`src/rtl/pipe_pkg.sv`:
```
// Shared types and default widths for the skid-buffered pipeline stage.
package pipe_pkg;

    localparam int DEF_N_INSTR = 16;
    localparam int DEF_N_PC    = 9;

    typedef enum logic [1:0] {
        EMPTY = 2'd0,
        HALF  = 2'd1,
        FULL  = 2'd2
    } state_t;

    typedef struct packed {
        logic                   valid;
        logic [DEF_N_INSTR-1:0] instr;
        logic [DEF_N_PC-1:0]    pc;
    } lane_slot_t;

endpackage

```
`src/rtl/pipe_slot.sv`:
```
// One beat of storage: per-lane valid mask, instructions and PCs.
// clear drops the lane mask only; the data bits keep their last value.
module pipe_slot
    import pipe_pkg::*;
#(
    parameter int LANES   = 1,
    parameter int N_INSTR = DEF_N_INSTR,
    parameter int N_PC    = DEF_N_PC
) (
    input  logic                     clk,
    input  logic                     reset,
    input  logic                     load,
    input  logic                     clear,
    input  logic [LANES-1:0]         d_valid,
    input  logic [LANES*N_INSTR-1:0] d_instr,
    input  logic [LANES*N_PC-1:0]    d_pc,
    output logic [LANES-1:0]         q_valid,
    output logic [LANES*N_INSTR-1:0] q_instr,
    output logic [LANES*N_PC-1:0]    q_pc
);

    always_ff @(posedge clk or posedge reset) begin
        if (reset) begin
            q_valid <= '0;
            q_instr <= '0;
            q_pc    <= '0;
        end else if (clear) begin
            q_valid <= '0;
        end else if (load) begin
            q_valid <= d_valid;
            q_instr <= d_instr;
            q_pc    <= d_pc;
        end
    end

endmodule

```
`src/rtl/pipe_skid_stage.sv`:
```
// Two-entry skid stage: registered in_ready, outputs always from the main slot,
// skid slot absorbs the one beat accepted while downstream stalls.
module pipe_skid_stage
    import pipe_pkg::*;
#(
    parameter int N_INSTR = DEF_N_INSTR,
    parameter int N_PC    = DEF_N_PC,
    parameter int LANES   = 1
) (
    input  logic                     clk,
    input  logic                     reset,
    input  logic                     flush,
    input  logic                     in_valid,
    output logic                     in_ready,
    input  logic [LANES-1:0]         in_lane_valid,
    input  logic [LANES*N_INSTR-1:0] instruction_in,
    input  logic [LANES*N_PC-1:0]    pc_in,
    output logic                     out_valid,
    input  logic                     out_ready,
    output logic [LANES-1:0]         out_lane_valid,
    output logic [LANES*N_INSTR-1:0] instruction_out,
    output logic [LANES*N_PC-1:0]    pc_out,
    output logic [1:0]               occupancy,
    output logic [15:0]              bp_cycles
);

    state_t state, state_nxt;
    logic   rdy_q;
    logic   acc, beat, pop;
    logic   main_ld, skid_ld, main_from_skid;

    logic [LANES-1:0]         main_v, skid_v, main_dv;
    logic [LANES*N_INSTR-1:0] main_i, skid_i, main_di;
    logic [LANES*N_PC-1:0]    main_p, skid_p, main_dp;

    assign acc  = in_valid & rdy_q;
    // An all-lanes-invalid beat completes the handshake but is never stored.
    assign beat = acc & (|in_lane_valid);
    assign pop  = (state != EMPTY) & out_ready;

    always_comb begin
        state_nxt      = state;
        main_ld        = 1'b0;
        skid_ld        = 1'b0;
        main_from_skid = 1'b0;
        if (flush) begin
            state_nxt = EMPTY;
        end else begin
            case (state)
                EMPTY: if (beat) begin
                    main_ld   = 1'b1;
                    state_nxt = HALF;
                end
                HALF: begin
                    if (beat && pop) begin
                        main_ld = 1'b1;
                    end else if (beat) begin
                        skid_ld   = 1'b1;
                        state_nxt = FULL;
                    end else if (pop) begin
                        state_nxt = EMPTY;
                    end
                end
                FULL: if (pop) begin
                    main_ld        = 1'b1;
                    main_from_skid = 1'b1;
                    state_nxt      = HALF;
                end
                default: state_nxt = EMPTY;
            endcase
        end
    end

    assign main_dv = main_from_skid ? skid_v : in_lane_valid;
    assign main_di = main_from_skid ? skid_i : instruction_in;
    assign main_dp = main_from_skid ? skid_p : pc_in;

    pipe_slot #(.LANES(LANES), .N_INSTR(N_INSTR), .N_PC(N_PC)) u_main (
        .clk     (clk),
        .reset   (reset),
        .load    (main_ld),
        .clear   (flush),
        .d_valid (main_dv),
        .d_instr (main_di),
        .d_pc    (main_dp),
        .q_valid (main_v),
        .q_instr (main_i),
        .q_pc    (main_p)
    );

    pipe_slot #(.LANES(LANES), .N_INSTR(N_INSTR), .N_PC(N_PC)) u_skid (
        .clk     (clk),
        .reset   (reset),
        .load    (skid_ld),
        .clear   (flush),
        .d_valid (in_lane_valid),
        .d_instr (instruction_in),
        .d_pc    (pc_in),
        .q_valid (skid_v),
        .q_instr (skid_i),
        .q_pc    (skid_p)
    );

    // rdy_q tracks (state != FULL) one register away, so out_ready never reaches in_ready.
    always_ff @(posedge clk or posedge reset) begin
        if (reset) begin
            state <= EMPTY;
            rdy_q <= 1'b0;
        end else begin
            state <= state_nxt;
            rdy_q <= (state_nxt != FULL);
        end
    end

    always_ff @(posedge clk or posedge reset) begin
        if (reset) begin
            bp_cycles <= '0;
        end else if (out_valid && !out_ready && bp_cycles != 16'hFFFF) begin
            bp_cycles <= bp_cycles + 16'd1;
        end
    end

    assign in_ready        = rdy_q;
    assign out_valid       = (state != EMPTY);
    assign out_lane_valid  = out_valid ? main_v : '0;
    assign instruction_out = main_i;
    assign pc_out          = main_p;
    assign occupancy       = state;

endmodule

```
`config.mk`:
```
export PLATFORM = sky130hd
export DESIGN_NAME = pipe_skid_stage
export DESIGN_NICKNAME = d
export VERILOG_FILES = /design/src/rtl/pipe_pkg.sv /design/src/rtl/pipe_slot.sv /design/src/rtl/pipe_skid_stage.sv
export SDC_FILE = /design/constraint.sdc
export NUM_CORES = 1
export LEC_CHECK = 0
export ABC_AREA = 1
export CAP_MARGIN = 0
export CORE_MARGIN = 1.5
export CORE_UTILIZATION = 29
export CTS_CLUSTER_DIAMETER = 200
export DETAILED_ROUTE_END_ITERATION = 7
export HOLD_SLACK_MARGIN = 0.02
export PLACE_DENSITY = 0.55
export SYNTH_ARGS = -nofsm -noshare
export SYNTH_HDL_FRONTEND = slang
export SYNTH_SLANG_ARGS = --single-unit
```
`constraint.sdc`:
```
create_clock -name clk -period 5.6 [get_ports clk]
set_clock_uncertainty 0.15 [all_clocks]
set_input_delay 1.12 -clock clk [delete_from_list [all_inputs] [get_ports clk]]
set_output_delay 1.12 -clock clk [all_outputs]
set_load 0.1 [all_outputs]
```
==> flow_summary_export.csv <==
group,metric,value,unit
logic_synthesis,synth-simple-area-share,0.3037,
sta,worst_pin_slew,1.015,ns
power,power_frac_comb,0.320,
logic_synthesis,ys_seq_area_frac,0.5073,
die,dieArea,12740,µm²
sta,fin_crit_sh,0.6017,
die,rows,39,
flow_run,drv_cap,0,
global_route,antenna_found_initial,0,
worst_setup_path,r2r-start,"occupancy[1]",
layout,nFillCells,1218,
layout,multi_input_area,1436,µm²
worst_setup_path,ff2ff_setup_slack,3.39,ns
power,p_leak,2.312,nW
logic_synthesis,synth_cell_type_count,28,
logic_synthesis,ys_seq_elements,71,
worst_setup_path,path_class,"register to output port",
cts,cts_buffers,9,
layout,seq_area,1777,µm²
power,pwr-share-seq,0.341,
die,initial_core_util,0.3016,
worst_setup_path,r2r-end,"u_main.q_instr[11]",
placed_design,dp_hpwl,5373,µm
logic_synthesis,syn_inst,450,
logic_synthesis,synth.area.top_cells,"dfrtp_1 (51%), nand2_1 (20%), inv_1 (4.5%)",
detailed_routing,wl_met2,3714,µm
worst_setup_path,critPathArrivalTime,2.10,ns
layout,diodes,0,
die,core,11610,µm²
placed_design,port-buffer-count,76,
cts,holdBufCountCts,0,
logic_synthesis,synth_top_area_cell,"dfrtp_1",
sta,min_period,3.370,ns
global_route,grt_overflow,0,
detailed_routing,vias,2958,
power,p_sw_frac,0.3897,
detailed_routing,vias_per_cell,4.415,
detailed_routing,routed-wl-met3,473,µm
power,switchingPower,0.7233,mW
min_path,min_path_type,"register to register",
logic_synthesis,avgSynthCellArea,7.782,µm²
logic_synthesis,synthArstFlopShare,1.000,
status,outcome,"complete, no violations",
cts,clock_latency,0.33,ns
layout,fin_nets,554,
worst_setup_path,critPathMaxFanout,5,
detailed_routing,wl_per_cell,11.87,µm
power,ir_worst_vdd,0.1505,mV
global_route,grt_pass1_wl,13250,µm
detailed_routing,ant_nets,0,
die,die_h,112.9,µm
logic_synthesis,syn_area,3502,µm²
cts,cts.sinks,71,
layout,area_growth,33.33,%
worst_setup_path,reg2reg_depth,6,
logic_synthesis,ys_warn_count,0,
logic_synthesis,synth_xor_area_frac,0.01751,
logic_synthesis,synth.area.mux_share,0,
global_route,grt_pass1_vias,2689,
sta,rsz0062_at_grt,"false",
detailed_routing,drt-total-wl,7952,µm
layout,layout-drive-gt1-share,0.07400,
sta,slew_headroom,0.3209,
cts,post_cts_buffers,0,
global_route,track_usage,0.1313,
cts,clk_pin_slew,0.06,ns
sta,max_freq,0.2968,GHz
worst_setup_path,timing.critical_path.to,"out_lane_valid",
detailed_routing,first_pass_iters,7,
logic_synthesis,synth_top_family_by_area,"simple AND/OR/NAND/NOR gates",
cts,cts-resized-gates,0,
detailed_routing,met1_length,3713,µm
power,clock_power_share,0.339,
power,intPower,1.133,mW
sta,hold_violations,0,
cts,tritoncts,"done",
sta,finalSetupViolCount,0,
logic_synthesis,synth_edf_count,0,
logic_synthesis,ys.flop_type,"dfrtp_1",
logic_synthesis,synth_fa_ha_area_frac,0.003573,
detailed_routing,drc,0,
worst_setup_path,cp-end-kind,"output port",
cts,cts-root-buf,"clkbuf_16",
die,io_pins,77,
logic_synthesis,yosys-top-cells-count,"nand2_1 (184), dfrtp_1 (71), inv_1 (42)",
power,power.total,1.856,mW
logic_synthesis,synth_most_common_cell,"nand2_1",
sta,tns,0,ns
detailed_routing,top_layer,"met4",
die,die_x,112.9,µm
worst_setup_path,crit_path_start,"occupancy[0]",
worst_setup_path,required,4.33,ns
cts,clk_path_buf_depth,2,
placed_design,gp_congestion,0.7477,
global_route,grt_start_max_net_pins,53,
logic_synthesis,synth_compound_area_frac,0.08539,
sta,slew_violations,0,
cts,cts.htree.levels,3,
power,p_per_area,397.5,nW/µm²
logic_synthesis,netlist.area_leader.share,0.5073,
worst_setup_path,start_kind,"register",
detailed_routing,drt_iter0_drc,120,
logic_synthesis,synth_nets,482,
==> per-layer routing <==
metal  GRT usage  vias up
li1            -     1532
met1      0.1680     1344
met2      0.2134       75
met3     0.04499        7
met4     0.03500        0
met5           0        -
==> placed cells by master, fill, tap and decap left out, types with 2 or more instances in the layout <==
master	n
a21oi_1	25
bufinv_16	2
clkbuf_16	9
clkdlybuf4s50_1	76
dfrtp_1	71
inv_1	41
inv_2	5
inv_6	2
nand2_1	184
nand2_2	2
nand2_4	2
nand3_1	6
nand4_1	5
nor2_1	38
nor2_2	2
nor2_4	5
o21ai_0	7
o21ai_1	26
xnor2_1	5
xor2_1	2
==> cells by family (layout without fill, tap and decap cells) <==
family                   after synthesis  in the layout
adder cells (fa/ha/maj)                1              1
AND/OR/NAND/NOR                      249            249
XOR/XNOR                               7              7
buffers and inverters                 63            140
flip-flops                            71             71
AO/OA/AOI/OAI                         59             59
==> sequential cells by signal, summed over array words and instances (netlist names) <==
register        cells
u_main.q_instr     16
u_skid.q_instr     16
u_main.q_pc         9
u_skid.q_pc         9
occupancy           2
bp_cycles          16
u_main.q_valid      1
u_skid.q_valid      1
in_ready            1
==> metrics by stage <==
step	hold slack, ns	std cells	instance area (µm²)	worst slack, ns	util
6_report	0.3207	670	4669	2.230	0.4021
5_1_grt	0.3458	670	4669	2.163	0.4021
4_1_cts	0.3237	670	4669	2.197	0.4021
3_5_place_dp	0.3083	654	4339	2.207	0.3736
3_3_place_gp	0.3052	654	4339	2.238	0.3736
2_1_floorplan	0.3280	450	3502	1.939	-
==> worst max-delay path, cell delays in order, from the launching register on <==
cell and delay (ns):
dfrtp_1 0.47, nor2_4 0.08, nor2_1 0.08, clkdlybuf4s50_1 1.13
==> area by class of cell <==
class / count / share of cell area
Sequential cell: 71 / 0.3805
Tap cell: 143 / 0.03832
Multi-Input combinational cell: 316 / 0.3076
Clock buffer: 10 / 0.05118
Inverter: 47 / 0.03832
Timing Repair Buffer: 77 / 0.1645
Clock inverter: 6 / 0.01956
==> worst min-delay path by stage <==
| stage | start | endpoint | slack (ns) | depth (start not counted) |
|---|---|---|---|---|
| after global placement | u_main.q_pc[5] | u_main.q_pc[5] | 0.31 | 2 |
| after global routing | u_main.q_instr[7] | u_main.q_instr[7] | 0.35 | 2 |
| after CTS | u_main.q_pc[5] | u_main.q_pc[5] | 0.32 | 2 |
| after detailed placement | u_main.q_pc[5] | u_main.q_pc[5] | 0.31 | 2 |
| after floorplan | u_main.q_valid | u_main.q_valid | 0.33 | 2 |
| final | u_main.q_pc[5] | u_main.q_pc[5] | 0.32 | 2 |
==> power groups by stage <==
| stage | Combinational, mW | Clock (mW) | Sequential, mW |
|---|---|---|---|
| final | 0.595 | 0.628 | 0.633 |
| after global routing | 0.626 | 0.666 | 0.643 |
| after CTS | 0.600 | 0.651 | 0.634 |
| after detailed placement | 0.599 | 0 | 0.641 |
| after global placement | 0.594 | 0 | 0.641 |
| after floorplan | 0.118 | 0 | 0.966 |
No activity file was read; power rests on OpenSTA's default activity.
